## src/rtl/mux_dft_pkg.sv

```systemverilog
// Shared DFT definitions for the mux BIST controller: FSM encoding, register widths,
// MISR polynomial and the pattern-generator step function.
package mux_dft_pkg;

  localparam int unsigned LFSR_W = 6;
  localparam int unsigned MISR_W = 8;
  localparam logic [MISR_W-1:0] MISR_POLY = 8'h1D;

  typedef enum logic [1:0] {
    IDLE = 2'd0,
    RUN  = 2'd1,
    CMP  = 2'd2,
    DONE = 2'd3
  } bist_state_t;

  // Fibonacci x^6+x^5+1: shift left, feed back the xor of the top two taps
  function automatic logic [LFSR_W-1:0] lfsr_step(input logic [LFSR_W-1:0] v);
    return {v[LFSR_W-2:0], v[LFSR_W-1] ^ v[LFSR_W-2]};
  endfunction

endpackage

```

## src/rtl/dft_misr.sv

```systemverilog
// Multiple-input signature register: shift-left Galois compactor with a synchronous
// clear and a capture enable, reusable for any DFT response width.
module dft_misr #(
  parameter int unsigned     MISR_W = 8,
  parameter logic [MISR_W-1:0] POLY = 8'h1D
) (
  input  logic              clk,
  input  logic              rst,
  input  logic              clear,
  input  logic              enable,
  input  logic [MISR_W-1:0] din,
  output logic [MISR_W-1:0] sig
);

  logic [MISR_W-1:0] feedback;

  always_comb begin
    feedback = sig[MISR_W-1] ? POLY : {MISR_W{1'b0}};
  end

  always_ff @(posedge clk or posedge rst) begin
    if (rst) begin
      sig <= {MISR_W{1'b0}};
    end else if (clear) begin
      sig <= {MISR_W{1'b0}};
    end else if (enable) begin
      sig <= {sig[MISR_W-2:0], 1'b0} ^ feedback ^ din;
    end
  end

endmodule

```

## src/rtl/mux_bist_ctrl.sv

```systemverilog
// Logic-BIST controller around a 4:1 mux: LFSR patterns drive the mux inputs, a MISR
// compacts the mux output, and the final signature is compared against a golden value.
module mux_bist_ctrl
  import mux_dft_pkg::*;
#(
  parameter int unsigned       PATTERN_COUNT = 63,
  parameter logic [LFSR_W-1:0] LFSR_SEED     = 6'h01,
  parameter logic [MISR_W-1:0] GOLDEN_SIG    = 8'h00
) (
  input  logic              clk,
  input  logic              rst,
  input  logic              start,
  input  logic              abort,
  input  logic              mux_out,
  output logic              a,
  output logic              b,
  output logic              c,
  output logic              d,
  output logic [1:0]        selc,
  output logic              busy,
  output logic              done,
  output logic              pass,
  output logic              fault_indicator,
  output logic [MISR_W-1:0] signature
);

  localparam int unsigned CNT_W = 6;
  localparam logic [CNT_W-1:0] CNT_LAST = CNT_W'(PATTERN_COUNT - 1);

  bist_state_t       state, state_next;
  logic [LFSR_W-1:0] lfsr, lfsr_next;
  logic [CNT_W-1:0]  cnt, cnt_next;
  logic              pass_q, pass_next;
  logic              busy_q, done_q, fault_q;
  logic              misr_clear, misr_en;

  // State and datapath registers; status flags are registered from the next state
  always_ff @(posedge clk or posedge rst) begin
    if (rst) begin
      state   <= IDLE;
      lfsr    <= LFSR_SEED;
      cnt     <= '0;
      pass_q  <= 1'b0;
      busy_q  <= 1'b0;
      done_q  <= 1'b0;
      fault_q <= 1'b0;
    end else begin
      state   <= state_next;
      lfsr    <= lfsr_next;
      cnt     <= cnt_next;
      pass_q  <= pass_next;
      busy_q  <= (state_next == RUN) || (state_next == CMP);
      done_q  <= (state_next == DONE);
      fault_q <= (state_next == DONE) && !pass_next;
    end
  end

  // Next-state and control; abort wins over everything including start
  always_comb begin
    state_next = state;
    lfsr_next  = lfsr;
    cnt_next   = cnt;
    pass_next  = pass_q;
    misr_clear = 1'b0;
    misr_en    = 1'b0;
    if (abort) begin
      state_next = IDLE;
      pass_next  = 1'b0;
    end else begin
      unique case (state)
        IDLE, DONE: begin
          if (start) begin
            state_next = RUN;
            lfsr_next  = LFSR_SEED;
            cnt_next   = '0;
            pass_next  = 1'b0;
            misr_clear = 1'b1;
          end
        end
        RUN: begin
          misr_en   = 1'b1;
          lfsr_next = lfsr_step(lfsr);
          cnt_next  = cnt + CNT_W'(1);
          if (cnt == CNT_LAST) begin
            state_next = CMP;
          end
        end
        CMP: begin
          pass_next  = (signature == GOLDEN_SIG);
          state_next = DONE;
        end
        default: begin
          state_next = IDLE;
        end
      endcase
    end
  end

  dft_misr #(
    .MISR_W (MISR_W),
    .POLY   (MISR_POLY)
  ) u_misr (
    .clk    (clk),
    .rst    (rst),
    .clear  (misr_clear),
    .enable (misr_en),
    .din    (MISR_W'(mux_out)),
    .sig    (signature)
  );

  // Pattern outputs are the LFSR register bits themselves
  assign {a, b, c, d, selc} = lfsr;
  assign busy               = busy_q;
  assign done               = done_q;
  assign pass               = pass_q;
  assign fault_indicator    = fault_q;

endmodule

```

## config.mk

```make
export PLATFORM = sky130hd
export DESIGN_NAME = mux_bist_ctrl
export DESIGN_NICKNAME = d
export VERILOG_FILES = /design/src/rtl/mux_dft_pkg.sv /design/src/rtl/dft_misr.sv /design/src/rtl/mux_bist_ctrl.sv
export SDC_FILE = /design/constraint.sdc
export NUM_CORES = 1
export LEC_CHECK = 0
export ABC_CLOCK_PERIOD_IN_PS = 1800
export CAP_MARGIN = 20
export CORE_ASPECT_RATIO = 0.9
export CORE_MARGIN = 1
export CORE_UTILIZATION = 25
export DETAILED_ROUTE_END_ITERATION = 10
export PLACE_DENSITY = 0.5
export SLEW_MARGIN = 20
export SYNTH_ARGS = -nofsm -noshare
export SYNTH_HDL_FRONTEND = slang
export SYNTH_SLANG_ARGS = --single-unit
```

## constraint.sdc

```tcl
create_clock -name clk -period 1.8 [get_ports clk]
set_input_delay 0.27 -clock clk [delete_from_list [all_inputs] [get_ports clk]]
set_output_delay 0.27 -clock clk [all_outputs]
set_load 0.02 [all_outputs]
```

==> results.md, run 1 <==
- CP required: 2.00 ns
- Cell Rows: 24
- Clock Skews: between 0.007 and 0.008 ns
- Arr. time, crit path: 1.93 ns
- Fillers: 513
- Hold slack: 0.271 ns
- Final Slew Violations: 0
- Slew at the pin closest to its max-slew limit: 0.404 ns
- Final Hold Viols: 0
- Final period util: 96.2%
- Leak pwr: 0.727 nW
- Mean post-synth cell area: 9.83 µm²
- Largest net degree at the start of global routing: 18
- DRC marker count from the first detailed-route iteration: 35
- DR DRC count: 0
- Worst-Skew Late Latency: around 0.27 ns
- Worst R2R Start: state[1]
- Reg-to-reg slack, setup: slightly below 0.07 ns
- Initial antenna violation count: 0
- Clock buffer depth: 2
- Status: finished clean
- Synthesis warning total: 0
- Kind of critical path: flop to flop
- Yosys cell types: 29
- RSZ-0062 raised after global routing: true
- Post-Layout Inst Area: approximately 1800 µm²
- Clock tree sinks: 26
- Number of antenna diodes: 0
- Routed WL: roughly 3000 µm
- Worst Setup Start Kind: flop
- Syn Inst Count: about 140
- FF-to-FF End: cnt[2]
- Power per cell area: ~840 nW/µm²
- Min cycle time layout: 1.73 ns
- Max_slew headroom: roughly three quarters
- Total CTS buffers: 3
- CTS tree: done
- Sequential fraction of the synthesis area: 48.4%
- Die ar.: ~5700 µm²
- Cell Area, Synth: 1350 µm²
- Via Count: 1087
- Total Nets Final: 179
- Die Width: 79.4 µm
- Post-route setup TNS: 0 ns
- Global-route wire length before repair: 5160 µm
- Core ar.: 5010 µm²
- Die height: between 70 and 80 µm
- Vias in the first global route: 1087
- DP HPWL: roughly 2200 µm
- Overall Global Routing Usage: 11.6%
- Port bufs: 22
- Maximum clock frequency: 578 MHz
- Layout area overhead: 33.3%
- H-tree Lvls: 1
- Crit path max fanout: 9
- Peak VDD IR: 0.457 mV
- Post-route ant nets: 0
- Yosys reg bits: 26
- Setup crit start: state[1]
- Worst-path clk slew: 0.09 ns
- Max cap viols: 0
- Power, Total: 1.51 mW
- DP Area: ~1700 µm²
- Final GP Congestion: 0.738
- Share of layout cells above drive strength 1: 15.6%
- I/O pin count: 23
- TritonRoute pass-1 iters: 4
- Grt total ovfl: 0
- Final setup viols: 0
- Starting density of the core: 26.8%
- Vias per cell: about 4.7
- Worst Hold Class: input port to asynchronous set/reset pin
- Syn nets: 148
- R2r worst-path depth: 5
- Worst setup EP type: flop
- CTS root buffer: clkbuf_8
- WL/cell: roughly 13 µm
==> layer usage <==
layer | global-route usage, % | vias to the layer above | routed length (µm)
met5 | 0 | - | 0
met4 | 3.64 | 0 | 55
met3 | 3.18 | 4 | 117
met2 | 19.8 | 20 | 1470
met1 | 14.3 | 530 | 1370
li1 | - | 533 | -
==> Yosys cell counts <==
cell | number | area [µm²]
o31ai_1 | 7 | 52.6
nor2_1 | 11 | 41.3
nor4b_1 | 2 | 17.5
mux2i_1 | 7 | 70.1
dfstp_2 | 1 | 26.3
dfrtp_1 | 25 | 626
or4_1 | 1 | 7.51
a211oi_1 | 4 | 30.0
o21ai_0 | 19 | 95.1
nor4_1 | 3 | 18.8
and4bb_2 | 1 | 12.5
nand2b_1 | 2 | 12.5
nor2b_1 | 1 | 6.26
nand3_1 | 2 | 10.0
inv_1 | 8 | 30.0
mux2_2 | 1 | 11.3
ha_1 | 6 | 75.1
buf_6 | 1 | 11.3
o211ai_1 | 1 | 7.51
xnor2_1 | 5 | 43.8
a21oi_1 | 2 | 10.0
or2_1 | 2 | 12.5
clkbuf_1 | 3 | 11.3
and2b_1 | 2 | 15.0
buf_2 | 5 | 25.0
nand2_1 | 11 | 41.3
nor3_1 | 2 | 10.0
o211a_1 | 1 | 10.0
a31oi_1 | 1 | 6.26
==> worst max-delay path, stage by stage, from the launching register on <==
cell and delay (ns):
dfrtp_1 0.43, ha_1 0.29, nor2b_1 0.16, buf_6 0.14, or4_1 0.49, a21oi_2 0.14
==> report_power, final <==
| part | internal [mW] | leakage (nW) | switching (mW) | total [mW] |
|---|---|---|---|---|
| registers | 0.636 | 0.349 | 0.0519 | 0.688 |
| clock network | 0.297 | 0.0357 | 0.182 | 0.480 |
| logic | 0.165 | 0.343 | 0.178 | 0.343 |
| total | 1.10 | 0.727 | 0.412 | 1.51 |
==> state kept, by name, summed over array words and instances, names as in the netlist <==
register	flops
u_misr.sig	8
cnt	6
lfsr	6
state	2
busy	1
done	1
fault_indicator	1
pass	1
==> cell families after synthesis <==
kind of cell | after synthesis | synth area share [%]
AND/OR/NAND/NOR | 40 | 15.2
XOR/XNOR | 5 | 3.25
buffers and inverters | 17 | 5.76
AO/OA/AOI/OAI | 35 | 15.7
multiplexers | 8 | 6.04
flip-flops | 26 | 48.4
adder cells (fa/ha/maj) | 6 | 5.58
==> worst max path at each step <==
stage,cells after the start,endpoint,slack (ns)
2_1_floorplan,7,busy,0.04
6_report,5,cnt[2],0.07
5_1_grt,6,cnt[2],-0.03
3_5_place_dp,4,lfsr[0],-0.01
4_1_cts,5,cnt[2],0.01
3_3_place_gp,4,lfsr[0],0.04
==> what timing repair did <==
| item | CTS | global route |
|---|---|---|
| gates resized for setup | 0 | 7 |
| setup endpoints to repair | 0 | 6 |
| setup buffers | 0 | 2 |
| hold buffers | 0 | 0 |
==> through the flow <==
stage,std cells,setup WS [ns],utilization [%]
detailed placement,226,-0.0113,33.6
global placement,226,0.0355,33.6
floorplan,137,0.0408,-
finish,232,0.0688,35.8
global route,232,-0.0276,35.8
CTS,230,0.0124,35.0
==> final cells by class <==
| type | instances | area [µm²] | area share, % |
|---|---|---|---|
| flip-flops and latches | 26 | 653 | 36.4 |
| multi-input cells | 94 | 637 | 35.5 |
| repair buffers | 35 | 322 | 17.9 |
| well taps | 65 | 81.3 | 4.53 |
| clock buffers | 3 | 41.3 | 2.30 |
| clock inverters | 1 | 30.0 | 1.67 |
| inverters | 8 | 30.0 | 1.67 |
==> layout by cell type (no fill, tap or decap), drive strengths merged, types with 2 or more instances in the layout <==
master / instances
nand3: 2
nor3: 2
nor4: 3
o31ai: 7
mux2i: 7
ha: 6
xnor2: 5
o21ai: 19
nor2: 11
a21oi: 2
nand2: 11
clkbuf: 3
a211oi: 4
and2b: 2
buf: 13
dfrtp: 25
or2: 2
nand2b: 2
clkdlybuf4s50: 22
nor4b: 2
inv: 8
Power figures use the tool's default switching activity.
==> inputs of run 2 (changes only) <==
--- a/config.mk
+++ b/config.mk
@@ -5,13 +5,13 @@
 export SDC_FILE = /design/constraint.sdc
 export NUM_CORES = 1
 export LEC_CHECK = 0
-export ABC_CLOCK_PERIOD_IN_PS = 1800
 export CAP_MARGIN = 20
-export CORE_ASPECT_RATIO = 0.9
+export CORE_ASPECT_RATIO = 1.5
 export CORE_MARGIN = 1
 export CORE_UTILIZATION = 25
 export DETAILED_ROUTE_END_ITERATION = 10
 export PLACE_DENSITY = 0.5
+export RECOVER_POWER = 50
 export SLEW_MARGIN = 20
 export SYNTH_ARGS = -nofsm -noshare
 export SYNTH_HDL_FRONTEND = slang
==> run 2 against run 1 <==
Against the previous run: clock skew decreased by 0.0039 ns; wire length increased by 4.8%; largest power group unchanged; register-to-register slack got worse by 0.03 ns; global-route usage increased by 0.86 points; clock power decreased by 21%; via count increased by 1.0%; highest routed layer unchanged; sequential share of layout area increased by 0.31 points; combinational power about the same; critical path type unchanged.
==> results.md, run 2 (synthesized netlist as in run 1, its figures left out) <==
- TritonRoute pass-1 iters: 4 (unchanged)
- Fillers: 532 (was 513)
- Hold-fix buffers at CTS: 0 (unchanged)
- Die Width: 61.9 µm (was 79.4 µm)
- Overall Global Routing Usage: 12.5% (was 11.6%)
- Worst-path clk slew: 0.09 ns (about the same)
- Total CTS buffers: 3 (unchanged)
- Maximum clock frequency: 569 MHz (was 578 MHz)
- Commonest cells after routing, fill and taps aside: 25 x dfrtp_1, 19 x o21ai_0, 17 x clkdlybuf4s50_1 (was 24 x dfrtp_1, 22 x clkdlybuf4s50_1, 19 x o21ai_0)
- DR DRC count: 0 (unchanged)
- Post-route ant nets: 0 (unchanged)
- Vias in the first global route: 1211 (was 1087)
- Largest net degree at the start of global routing: 20 (was 18)
- Core ar.: 5160 µm² (was 5010 µm²)
- Kind of critical path: flop to flop (unchanged)
- Port bufs: 22 (unchanged)
- Final Hold Viols: 0 (unchanged)
- Leak pwr: 0.741 nW (was 0.727 nW)
- FF/Latch Area: 652 µm² (was 653 µm²)
- Clock Skews: 0.00327 ns (was 0.00715 ns)
- Final Slew Violations: 0 (unchanged)
- Share of layout cells above drive strength 1: 14.9% (was 15.6%)
- Min cycle time layout: 1.76 ns (was 1.73 ns)
- Slew at the pin closest to its max-slew limit: 0.518 ns (was 0.404 ns)
- Routed WL: 3160 µm (was 3010 µm)
- Peak VDD IR: 0.442 mV (was 0.457 mV)
- Grt total ovfl: 0 (unchanged)
- Max incr delay on CP: 0.49 ns (about the same)
- Max cap viols: 0 (unchanged)
- H-tree Lvls: 1 (unchanged)
- DRC marker count from the first detailed-route iteration: 11 (was 35)
- I/O pin count: 23 (unchanged)
- Final core occ: 34.4% (was 35.8%)
- Multi-input gate area: 633 µm² (was 637 µm²)
- Worst Hold Class: input port to asynchronous set/reset pin (unchanged)
- Die height: 91.9 µm (was 71.6 µm)
- CTS root buffer: clkbuf_8 (unchanged)
- Top delay family on crit path: simple AND/OR/NAND/NOR gates (unchanged)
- Total Nets Final: 180 (was 179)
- Crit path max fanout: 10 (was 9)
- Die ar.: 5690 µm² (was 5680 µm²)
- Final setup viols: 0 (unchanged)
- Power, Total: 1.41 mW (was 1.51 mW)
- Worst Setup Start Kind: flop (unchanged)
- Global-route wire length before repair: 5300 µm (was 5160 µm)
- Largest register FFs: 8 (unchanged)
- Layout area overhead: 31.9% (was 33.3%)
- Starting density of the core: 26.1% (was 26.8%)
- Top reg by flops: u_misr.sig (unchanged)
- Commonest non-fill, non-tap cell in the layout: dfrtp_1 (unchanged)
- CTS tree: done (unchanged)
- Status: finished clean (unchanged)
- WL/cell: 13.4 µm (was 13.0 µm)
- Final GP Congestion: 0.772 (was 0.738)
- DP Area: 1720 µm² (was 1680 µm²)
- Initial antenna violation count: 0 (unchanged)
- Slowest cell on the critical path: or4_4 (was or4_1)
- Clock buffer depth: 2 (unchanged)
- Final period util: 97.6% (was 96.2%)
- Cell Rows: 32 (was 24)
- DP HPWL: 2470 µm (was 2170 µm)
- Top Registers: u_misr.sig x8, cnt x6, lfsr x6 (unchanged)
- Via Count: 1098 (was 1087)
- Worst-path cell chain: inv_1, ha_1, nor2b_1, buf_4, or4_4, a21oi_2 (was ha_1, nor2b_1, buf_6, or4_1, a21oi_2)
- Post-Layout Inst Area: 1780 µm² (was 1790 µm²)
- RSZ-0062 raised after global routing: true (unchanged)
- Number of antenna diodes: 0 (unchanged)
- Worst setup EP type: flop (unchanged)
- Arr. time, crit path: 1.96 ns (was 1.93 ns)
- Power per cell area: 794 nW/µm² (was 842 nW/µm²)
- Max_slew headroom: 65.4% (was 73.0%)
- Clock tree sinks: 26 (unchanged)
- Crit path buffers/inverters: 2 (was 1)
- Vias per cell: 4.65 (was 4.69)
- Worst-Skew Late Latency: 0.27 ns (about the same)
- CP required: 2.00 ns (about the same)
run 2: repair_timing:
item / 4_1_cts / 5_1_grt
endpoints found under the setup margin: 1 / 4
resized for setup: 1 / 3
buffers inserted: 0 / 0
run 2: power breakdown:
| group | internal (mW) | switching (mW) |
|---|---|---|
| combinational | 0.163 | 0.178 |
| clock | 0.196 | 0.185 |
| sequential | 0.636 | 0.0522 |
run 2: path summary, 6_finish.rpt:
kind                                 to  cells past startpoint     start  slack (ns)
max in group asynchronous        cnt[0]                      3       rst        0.66
worst min-delay path            lfsr[2]                      2       rst        0.36
worst min register to register  lfsr[1]                      2   lfsr[0]        0.55
worst max-delay path             cnt[2]                      6  state[0]        0.04
worst max register to register   cnt[2]                      6  state[0]        0.04
min in group clk                lfsr[1]                      2   lfsr[0]        0.55
run 2: cell type report:
type | count | area share, %
well taps | 68 | 4.79
repair buffers | 36 | 18.0
clock buffers | 4 | 3.10
inverters | 8 | 1.69
multi-input cells | 94 | 35.7
flip-flops and latches | 26 | 36.7
run 2: per-layer routing:
metal / vias up / GRT usage, % / part of all wire (%)
met3: 4 / 2.26 / 2.5
met4: 0 / 4.26 / 1.5
met5: - / 0 / 0
met1: 536 / 12.3 / 38
li1: 540 / - / -
met2: 18 / 24.2 / 58
run 2: worst reg2reg max path, cell delays in order (launching register included):
cell,delay (ns)
dfrtp_1,0.36
inv_1,0.06
ha_1,0.30
nor2b_1,0.16
buf_4,0.17
or4_4,0.49
a21oi_2,0.15
run 2: per-stage QoR:
step	hold WS (ns)	TNS, ns	setup WS, ns	std cells
final	0.360	0	0.0433	236
after global routing	0.392	-0.0477	-0.0182	236
after CTS	0.225	0	0.00168	236
after detailed placement	0.524	-0.0164	-0.0164	232
after global placement	0.523	0	0.0599	232
after floorplan	0.309	0	0.0408	137
==> inputs of run 3 (changes only) <==
--- a/config.mk
+++ b/config.mk
@@ -10,6 +10,7 @@
 export CORE_MARGIN = 1
 export CORE_UTILIZATION = 25
 export DETAILED_ROUTE_END_ITERATION = 10
+export GPL_ROUTABILITY_DRIVEN = 0
 export PLACE_DENSITY = 0.5
 export RECOVER_POWER = 50
 export SLEW_MARGIN = 20
==> results of run 3 <==
The final DEF is identical to that of run 2; final timing and power are the same.
